[src/rtl/hdb3_encoder.sv]
// HDB3 line encoder: serial NRZ in, bipolar dual-rail out.
// A four-slot symbol pipeline gives room to back-patch B for a 4-zero run.
module hdb3_encoder #(
    parameter logic INIT_POL = 1'b0
) (
    input  logic clk,
    input  logic rst_n,
    input  logic data_in,
    input  logic in_valid,
    output logic p_out,
    output logic n_out,
    output logic out_valid
);

    typedef enum logic [1:0] {
        SYM_ZERO = 2'b00,
        SYM_ONE  = 2'b01,
        SYM_V    = 2'b10,
        SYM_B    = 2'b11
    } sym_t;

    sym_t       slot_reg [4];
    logic [3:0] vld_reg;
    logic [1:0] zcnt_reg;
    logic       par_reg;
    logic       lastpol_reg;

    logic v_ins;
    sym_t sym_in;
    sym_t slot3_next;

    always_comb begin
        v_ins  = !data_in && (zcnt_reg == 2'd3);
        sym_in = data_in ? SYM_ONE : (v_ins ? SYM_V : SYM_ZERO);
        // slot2 holds the first zero of the run when the V is written
        slot3_next = (v_ins && !par_reg) ? SYM_B : slot_reg[2];
    end

    always_ff @(posedge clk or negedge rst_n) begin
        if (!rst_n) begin
            for (int i = 0; i < 4; i++) slot_reg[i] <= SYM_ZERO;
            vld_reg     <= '0;
            zcnt_reg    <= '0;
            par_reg     <= 1'b0;
            lastpol_reg <= INIT_POL;
            p_out       <= 1'b0;
            n_out       <= 1'b0;
            out_valid   <= 1'b0;
        end else if (in_valid) begin
            slot_reg[0] <= sym_in;
            slot_reg[1] <= slot_reg[0];
            slot_reg[2] <= slot_reg[1];
            slot_reg[3] <= slot3_next;
            vld_reg     <= {vld_reg[2:0], 1'b1};

            if (data_in) begin
                zcnt_reg <= 2'd0;
                par_reg  <= ~par_reg;
            end else if (v_ins) begin
                zcnt_reg <= 2'd0;
                par_reg  <= 1'b0;
            end else begin
                zcnt_reg <= zcnt_reg + 2'd1;
            end

            out_valid <= vld_reg[3];
            p_out     <= 1'b0;
            n_out     <= 1'b0;
            if (vld_reg[3]) begin
                unique case (slot_reg[3])
                    SYM_ONE, SYM_B: begin
                        p_out       <= ~lastpol_reg;
                        n_out       <= lastpol_reg;
                        lastpol_reg <= ~lastpol_reg;
                    end
                    SYM_V: begin
                        // violation repeats the previous mark polarity
                        p_out <= lastpol_reg;
                        n_out <= ~lastpol_reg;
                    end
                    default: begin
                        p_out <= 1'b0;
                        n_out <= 1'b0;
                    end
                endcase
            end
        end
    end

endmodule

[config.mk]
export PLATFORM = sky130hd
export DESIGN_NAME = hdb3_encoder
export DESIGN_NICKNAME = d
export VERILOG_FILES = /design/src/rtl/hdb3_encoder.sv
export SDC_FILE = /design/constraint.sdc
export NUM_CORES = 1
export LEC_CHECK = 0
export ABC_AREA = 1
export BUFFER_PORTS_ARGS = -buffer_cell sky130_fd_sc_hd__buf_2
export CAP_MARGIN = 20
export CORE_UTILIZATION = 50
export DETAILED_ROUTE_END_ITERATION = 16
export GPL_ROUTABILITY_DRIVEN = 0
export HOLD_SLACK_MARGIN = 0.1
export PLACE_DENSITY = 0.69
export REMOVE_ABC_BUFFERS = 1
export SLEW_MARGIN = 20
export SYNTH_ARGS = -nofsm -noshare
export SYNTH_HDL_FRONTEND = slang
export SYNTH_SLANG_ARGS = --single-unit
[constraint.sdc]
create_clock -name clk -period 1.3 [get_ports clk]
set_clock_uncertainty 0.2 [all_clocks]
set_input_delay 0.13 -clock clk [delete_from_list [all_inputs] [get_ports clk]]
set_output_delay 0.13 -clock clk [all_outputs]
set_load 0.01 [all_outputs]
After elaboration in Yosys (flattened, before gate mapping) --
Cells that the tools add are included.
Word-level totals: flip-flop bits (word level) 19, input bits 4, output and inout port bits 3, word-level logic and storage cells 37
Operators by class: $add $sub $neg 1, equality and inequality tests 4, muxes and demuxes 11, bitwise operators 2, reductions and logical operators 8
Operators with widths (count):
- 2-to-1 mux 2 bit | 5
- == test 2 bit (second input constant) | 3
- 2-to-1 mux 1 bit | 4
- case mux 1 bit (2 select lines) | 2
- AND reduction 3 bit | 1
- adder 2 x 1 -> 2 bit (second input constant) | 1
- == test 2 x 1 -> 1 bit (second input constant) | 1
- logical AND 1 bit | 2
- logical NOT 1 bit | 2
- NOT 1 bit | 2
- AND reduction 2 bit | 1
- nonzero test 2 bit | 1
- OR reduction 2 bit | 1

Logic depth before layout (Yosys ltp) --
Gate-level depths: netlist of run 1.
depth in word-level cells 4, gate-level depth with buffers 5, depth with buffers taken out 4

Least setup slack after synthesis of run 1 --
OpenSTA, ideal clock, no wires.
kind register to register, start register zcnt_reg[0], end register zcnt_reg[1], library setup time 0.117 ns, data arrival time 0.765 ns, data required time 0.983 ns, setup slack 0.218 ns, cell stages (with the launch flop) 4, path buffers 0, period minus slack after synthesis 1.082 ns, cell sequence dfrtp_1 ha_1 nand3_1 nand2_1
Between the ends: cells in the longest elaborated chain, start to end 4, elaborated cells on any way between the ends 5, those cells by class add/sub (1); eq/ne (1); mux (2); reduce/logical (1)
Ends and longest elaborated chain:
- from (decl) | line 24 | logic [1:0] zcnt_reg;
- from (signal assigned) | line 63 | zcnt_reg <= zcnt_reg + 2'd1;
- parallel branches: the longest is 2 deep, another holds adder 2 x 1 -> 2 bit
- 2-to-1 mux 2 bit (*) | line 59 | end else if (v_ins) begin
- 2-to-1 mux 2 bit (*) | line 56 | if (data_in) begin
Mark *: on every way between the ends. A chain may end at the register's enable or synchronous reset.

==> metrics.cfg, run 1 <==
[clocking]
cts_tree=built
clk_pin_slew_ns=0.10
cts_buffers=3
htreeDepth=1
clockBufferDepth=2
clock_latency_ns=0.29
cts_root_buffer=clkbuf_4
cts_sinks=19
cts_setup_buffers=0

[pwr]
peakVddDrop_uv=805.6
switching_share_pct=28.31
switching_power_mw=0.3475
p_seq_share_pct=59.3
comb_power_share_pct=17.3
total_power_mw=1.227
cellPowerDensity_nw_per_um2=1374
internal_power_mw=0.8799
leakage_nw=0.4941
clockPowerShare_pct=23.4

[global_routing]
grt_overflow=0
met1_usage_pct=23.68
grt_pass1_wl_microns=2270
grtUsageMet3_pct=3.913
grt_max_degree=22
grt_pass1_vias=530
track_usage_pct=17.36
grt_use_met2_pct=28.44
antenna_found_initial=0
top_usage_layer=met2

[place]
place_area_sq_um=822.0
io_buffers=6

[synthesis]
synth_edf_count=0
ys.flop_type=dfrtp_1
async_reset_ff_share_pct=100.0
synth_cell_types=15
yosys.area.top_type_share_pct=60.41
postSynthAreaPerCell_sq_um=8.843
ys_seq_area_share_pct=60.41
ys_ff_latch=19
synthTopCellsByArea=dfrtp_1, nand2_1, inv_1
syn_area_sq_um=787.0
yosysMostFrequentCell=nand2_1
synth_largest_area_cell=dfrtp_1
synthTopCellsByCount=nand2_1, dfrtp_1, inv_1, nor2_1, nand3_1
netlist_instances=89
synth_warnings=0

[sta]
tightest_slew_ns=0.4113
fin_crit_ns=1.215
fmax_ghz=0.8234
slew_viol_final=0
hold_viol_final=0
setup_viol=0
slew_headroom_pct=72.58
period_share_pct=93.43

[critical_path]
crit_type=in -> reg
end_kind=register
crit_arrival_ns=1.24
worst_ep_required_time_ns=1.32
worstSetupStartpointType=primary input
cp_max_fo=21

[detailed_routing]
drtIter0Drc=8
routed_wl_microns=1284
vias_per_cell=4.957
antenna_left=0
num_vias=575
post-route-drc-count=0
dr.pass1.iters=4
routedWlPerCell_microns=11.07

[layout]
area_growth_syn_to_layout_pct=13.51
largest_reg_flops=8
design_area_sq_um=893.4
diodes=0
drive_above_1_share_pct=12.87
nets=107

[job]
maxCapViolCount=0

[floorplan]
rows=13
die_w_microns=41.68
die_h_microns=41.68
dieArea_sq_um=1737
core_sq_um=1383
io_pins=7
start_util_pct=56.92

[outcome]
outcome=complete, no violations

[worst_hold_path]
hp-class=in -> async

## power by group through the flow
stage          sequential [mW]  clock [mW]  combinational [mW]
2_1_floorplan            0.738           0               0.126
3_3_place_gp             0.735           0               0.196
3_5_place_dp             0.740           0               0.204
4_1_cts                  0.729       0.299               0.214
5_1_grt                  0.739       0.331               0.247
6_report                 0.728       0.287               0.212
## path summary, 6_finish.rpt
kind	cells past startpoint	startpoint	endpoint	slack [ns]
min	2	rst_n	p_out$_DFFE_PN0P_	0.09
max in group asynchronous	2	rst_n	lastpol_reg$_DFFE_PN0P_	0.52
max reg2reg	4	zcnt_reg[0]$_DFFE_PN0P_	par_reg$_DFFE_PN0P_	0.11
min reg2reg	2	vld_reg[0]$_DFFE_PN0P_	vld_reg[0]$_DFFE_PN0P_	0.26
min in group clk	3	in_valid	vld_reg[2]$_DFFE_PN0P_	0.19
max	5	in_valid	slot_reg[1]$_DFFE_PN0P_	0.09
## cells in the final DEF, fill, tap and decap left out
| cell | Yosys | routed |
|---|---|---|
| inv_4 | 0 | 1 |
| buf_2 | 2 | 6 |
| a21oi_1 | 2 | 2 |
| o21ai_0 | 3 | 3 |
| dfrtp_1 | 19 | 19 |
| nand3_1 | 5 | 5 |
| xor2_1 | 1 | 1 |
| inv_1 | 7 | 7 |
| clkbuf_1 | 0 | 1 |
| buf_4 | 0 | 1 |
| a21oi_2 | 1 | 1 |
| ha_1 | 1 | 1 |
| nor2_2 | 1 | 1 |
| o21ai_1 | 4 | 4 |
| nand2_1 | 34 | 34 |
| clkbuf_4 | 0 | 3 |
| dlygate4sd3_1 | 0 | 3 |
| dlymetal6s4s_1 | 0 | 1 |
| nor2_1 | 7 | 7 |
## kinds of logic (layout without fill, tap and decap cells)
kind of cell    after synthesis  count (layout)  share of synthesized area, %
compound gates               10              10                         6.836
xor+xnor                      1               1                         1.113
fa+ha+maj                     1               1                         1.590
buf+inv                      11              23                         6.518
flops                        19              19                         60.41
simple gates                 47              47                         23.53
## layout make-up
cell class              instances  area, sq um
flip-flops and latches         19        475.5
multi-input cells              59        260.3
clock buffers                   4        26.28
repair buffers                 11        80.08
fillers                       119        489.2
well taps                      15        18.77
inverters                       8        32.53
## metal layers
layer | routed length, microns | up-vias
met5 | 0 | -
met4 | 14 | 0
met3 | 46 | 2
met2 | 614 | 11
met1 | 608 | 263
li1 | - | 299
## metrics by stage
step / std cells / utilization (%) / setup WS, ns / hold slack, ns / TNS (ns)
floorplan: 86 / - / 0.2178 / -0.3656 / 0
global placement: 108 / 59.46 / 0.1843 / -0.1136 / 0
detailed placement: 108 / 59.46 / 0.1315 / -0.1150 / 0
CTS: 116 / 64.25 / 0.02585 / 0.09674 / 0
global route: 116 / 64.62 / -0.004589 / 0.1311 / -0.004589
finish: 116 / 64.62 / 0.08546 / 0.09032 / 0
## repair_timing
action	CTS	global route
gates resized for setup	0	3
hold buffers	4	0
endpoints found under the hold margin	34	0
setup endpoints to repair	0	3
## critical path, stage by stage
cell	delay, ns
buf_2	0.10
dlygate4sd3_1	0.59
inv_4	0.19
nor2_1	0.07
a21oi_1	0.14
Power figures use the tool's default switching activity.
==> inputs of run 2 (changes only) <==
- ABC_AREA: 1 -> default
==> run 2 against run 1 <==
  * The run now ends with setup timing left
  * Synthesized cell count down 27%
  * Critical path depth is 2 lower
  * Highest routed layer unchanged
  * Combinational power increased by 30%
  * Utilization increased by 0.58 points
  * Synthesized area increased by 1.6%
  * Largest power group unchanged
  * Fmax shrank 16%
  * Sequential cell count unchanged
  * Sequential power down 3.4%
  * First-iteration DRC count down 50%
  * Die area is 1.5% higher
==> metrics.cfg, run 2 <==
[place]
io_buffers=6  ; unchanged
place_area_sq_um=872.1  ; was 822.0 sq um

[synthesis]
ys.flop_type=dfrtp_1  ; unchanged
async_reset_ff_share_pct=100.0  ; unchanged
yosys.area_share.xor_xnor_pct=1.095  ; was 1.113%
synthTopCellsByCount=dfrtp_1, inv_1, mux2_2, o21ai_0  ; was nand2_1, dfrtp_1, inv_1, nor2_1, nand3_1
synth_top_family_by_area=multiplexers  ; was simple AND/OR/NAND/NOR gates
ys_seq_area_share_pct=59.47  ; was 60.41%
yosys.area.top_type_share_pct=59.47  ; was 60.41%
ys_ff_latch=19  ; unchanged
synth-compound-area-share_pct=7.825  ; was 6.836%
netlist_instances=65  ; was 89
yosys.area_share.simple_pct=11.27  ; was 23.53%
postSynthAreaPerCell_sq_um=12.30  ; was 8.843 sq um
synth_cell_types=19  ; was 15
synth_adder_area_share_pct=1.565  ; was 1.590%
syn_area_sq_um=799.5  ; was 787.0 sq um
synthTopCellsByArea=dfrtp_1, mux2_2, mux2i_1  ; was dfrtp_1, nand2_1, inv_1
synth_mux_area_share_pct=12.21  ; was 0%
yosysMostFrequentCell=dfrtp_1  ; was nand2_1
synth_edf_count=0  ; unchanged
synth_warnings=0  ; unchanged
synth_largest_area_cell=dfrtp_1  ; unchanged

[global_routing]
grt_pass1_vias=540  ; was 530
track_usage_pct=18.00  ; was 17.36%
grt_max_degree=20  ; was 22
antenna_found_initial=0  ; unchanged
grt_pass1_wl_microns=2290  ; was 2270 microns
grt_overflow=0  ; unchanged

[pwr]
leakage_nw=0.4190  ; was 0.4941 nW
total_power_mw=1.275  ; was 1.227 mW
cellPowerDensity_nw_per_um2=1298  ; was 1374 nW/um^2
peakVddDrop_uv=673.1  ; was 805.6 uV

[floorplan]
io_pins=7  ; unchanged
die_h_microns=41.99  ; was 41.68 microns
die_w_microns=41.99  ; was 41.68 microns
core_sq_um=1506  ; was 1383 sq um
rows=14  ; was 13
dieArea_sq_um=1763  ; was 1737 sq um
start_util_pct=53.07  ; was 56.92%

[sta]
setup_viol=4  ; was 0
setup_slack_ns=-0.1448  ; was 0.08546 ns
fmax_ghz=0.6922  ; was 0.8234 GHz
slew_viol_final=0  ; unchanged
rsz0062_at_grt=true
fin_crit_ns=1.445  ; was 1.215 ns
slew_headroom_pct=72.54  ; was 72.58%
tightest_slew_ns=0.4119  ; was 0.4113 ns
period_share_pct=111.1  ; was 93.43%
hold_viol_final=0  ; unchanged

[critical_path]
cp_max_fo=4  ; was 21
worst-path-buf-inv=0  ; was 3
crit_arrival_ns=1.48  ; was 1.24 ns
worstSetupStartpointType=register  ; was primary input
cp_slowest_stage_delay_ns=0.47  ; was 0.59 ns
crit_type=reg -> reg  ; was in -> reg
cpLargestDelayFamily=simple AND/OR/NAND/NOR gates  ; was buffers and inverters
r2r_slack_ns=-0.14  ; was 0.11 ns
worst_ep_required_time_ns=1.34  ; was 1.32 ns
worstPathCellList=ha_4 -> or4b_1 -> o21ai_1  ; was buf_2 -> dlygate4sd3_1 -> inv_4 -> nor2_1 -> a21oi_1
end_kind=register  ; unchanged
cp_slowest_cell=or4b_1  ; was dlygate4sd3_1

[outcome]
outcome=complete, but fails checks  ; was complete, no violations
violations=setup timing

[detailed_routing]
routedWlPerCell_microns=13.80  ; was 11.07 microns
num_vias=527  ; was 575
post-route-drc-count=0  ; unchanged
routed_wl_microns=1366  ; was 1284 microns
vias_per_cell=5.323  ; was 4.957
dr.pass1.iters=3  ; was 4
drtIter0Drc=4  ; was 8
antenna_left=0  ; unchanged

[clocking]
clockBufferDepth=2  ; unchanged
cts_buffers=3  ; unchanged
cts_sinks=19  ; unchanged
htreeDepth=1  ; unchanged
ctsHoldBuffers=2  ; was 4
clk_pin_slew_ns=0.11  ; was 0.10 ns
cts_tree=built  ; unchanged
clock_latency_ns=0.30  ; was 0.29 ns
cts_root_buffer=clkbuf_4  ; unchanged

[layout]
largest_reg_flops=8  ; unchanged
nets=89  ; was 107
area_growth_syn_to_layout_pct=22.85  ; was 13.51%
layout_common_cells=dfrtp_1, buf_4, mux2_2, inv_1, buf_2  ; was nand2_1, dfrtp_1, inv_1, nor2_1, buf_2
layout_commonest_cell=dfrtp_1  ; was nand2_1
seq_area_sq_um=475.5  ; unchanged
post-route-util_pct=65.20  ; was 64.62%
drive_above_1_share_pct=34.94  ; was 12.87%
diodes=0  ; unchanged
multi_input_area_sq_um=316.6  ; was 260.3 sq um
fillers=118  ; was 119
design_area_sq_um=982.2  ; was 893.4 sq um

[job]
maxCapViolCount=0  ; unchanged

[worst_hold_path]
hp-class=in -> reg  ; was in -> async

==> run 2: cell count changes after synthesis, moves of 3 or more <==
cell	before	now
nand3_1	5	1
nor2_1	7	2
nand2_1	34	4
mux2_2	0	6
o21ai_1	4	0
a31oi_1	0	4
mux2i_1	0	3
o21ai_0	3	6
nand3b_1	0	3
==> run 2: power breakdown <==
group	leakage (nW)	internal (mW)	total (mW)	switching, mW
Clock	0.0150	0.120	0.296	0.177
Combinational	0.185	0.149	0.276	0.127
Sequential	0.219	0.663	0.703	0.0399
==> run 2: path summary, 6_finish.rpt <==
path / from / end / depth (start not counted)
max: zcnt_reg[1]$_DFFE_PN0P_ / zcnt_reg[0]$_DFFE_PN0P_ / 3
min: in_valid / vld_reg[0]$_DFFE_PN0P_ / 2
max reg2reg: zcnt_reg[1]$_DFFE_PN0P_ / zcnt_reg[0]$_DFFE_PN0P_ / 3
min reg2reg: vld_reg[0]$_DFFE_PN0P_ / vld_reg[0]$_DFFE_PN0P_ / 1
max in group asynchronous: rst_n / slot_reg[6]$_DFFE_PN0P_ / 2
min in group asynchronous: rst_n / p_out$_DFFE_PN0P_ / 2
==> run 2: what timing repair did <==
| item | 4_1_cts | 5_1_grt |
|---|---|---|
| buffers inserted | 1 | 2 |
| setup endpoints to repair | 3 | 4 |
| endpoints found under the hold margin | 33 | 2 |
| pin swaps | 2 | 1 |
| resized for setup | 2 | 6 |
==> run 2: worst reg2reg max path, stage by stage (launching register included) <==
cell and delay (ns):
dfrtp_1 0.43, ha_4 0.19, or4b_1 0.47, o21ai_1 0.09
==> run 2: final cells by class <==
| type | count | share of cell area [%] |
|---|---|---|
| clock buffers | 4 | 2.675 |
| inverters | 6 | 2.293 |
| multi-input cells | 37 | 32.23 |
| flip-flops and latches | 19 | 48.41 |
| well taps | 16 | 2.038 |
| repair buffers | 17 | 12.36 |
==> run 2: cells by family after synthesis <==
group           Yosys count
fa+ha+maj                 1
mux                       9
buf+inv                   9
xor+xnor                  1
compound gates           11
flops                    19
simple gates             15
==> run 2: metal layers <==
| layer | wire length [microns] | up-vias | track usage [%] |
|---|---|---|---|
| met5 | 0 | - | 0 |
| met4 | 38 | 0 | 11.61 |
| met3 | 44 | 5 | 3.879 |
| met2 | 633 | 10 | 29.06 |
| met1 | 649 | 252 | 21.70 |
| li1 | - | 260 | - |
==> run 2: metrics by stage <==
stage | std cells | setup TNS, ns | setup slack (ns) | hold slack (ns)
finish | 99 | -0.4813 | -0.1448 | 0.05222
floorplan | 62 | -0.1124 | -0.08307 | -0.3656
global route | 99 | -0.6254 | -0.1755 | 0.08556
CTS | 98 | -0.3845 | -0.1389 | 0.04898
global placement | 91 | -0.1872 | -0.09737 | -0.1142
detailed placement | 91 | -0.4158 | -0.1573 | -0.1124
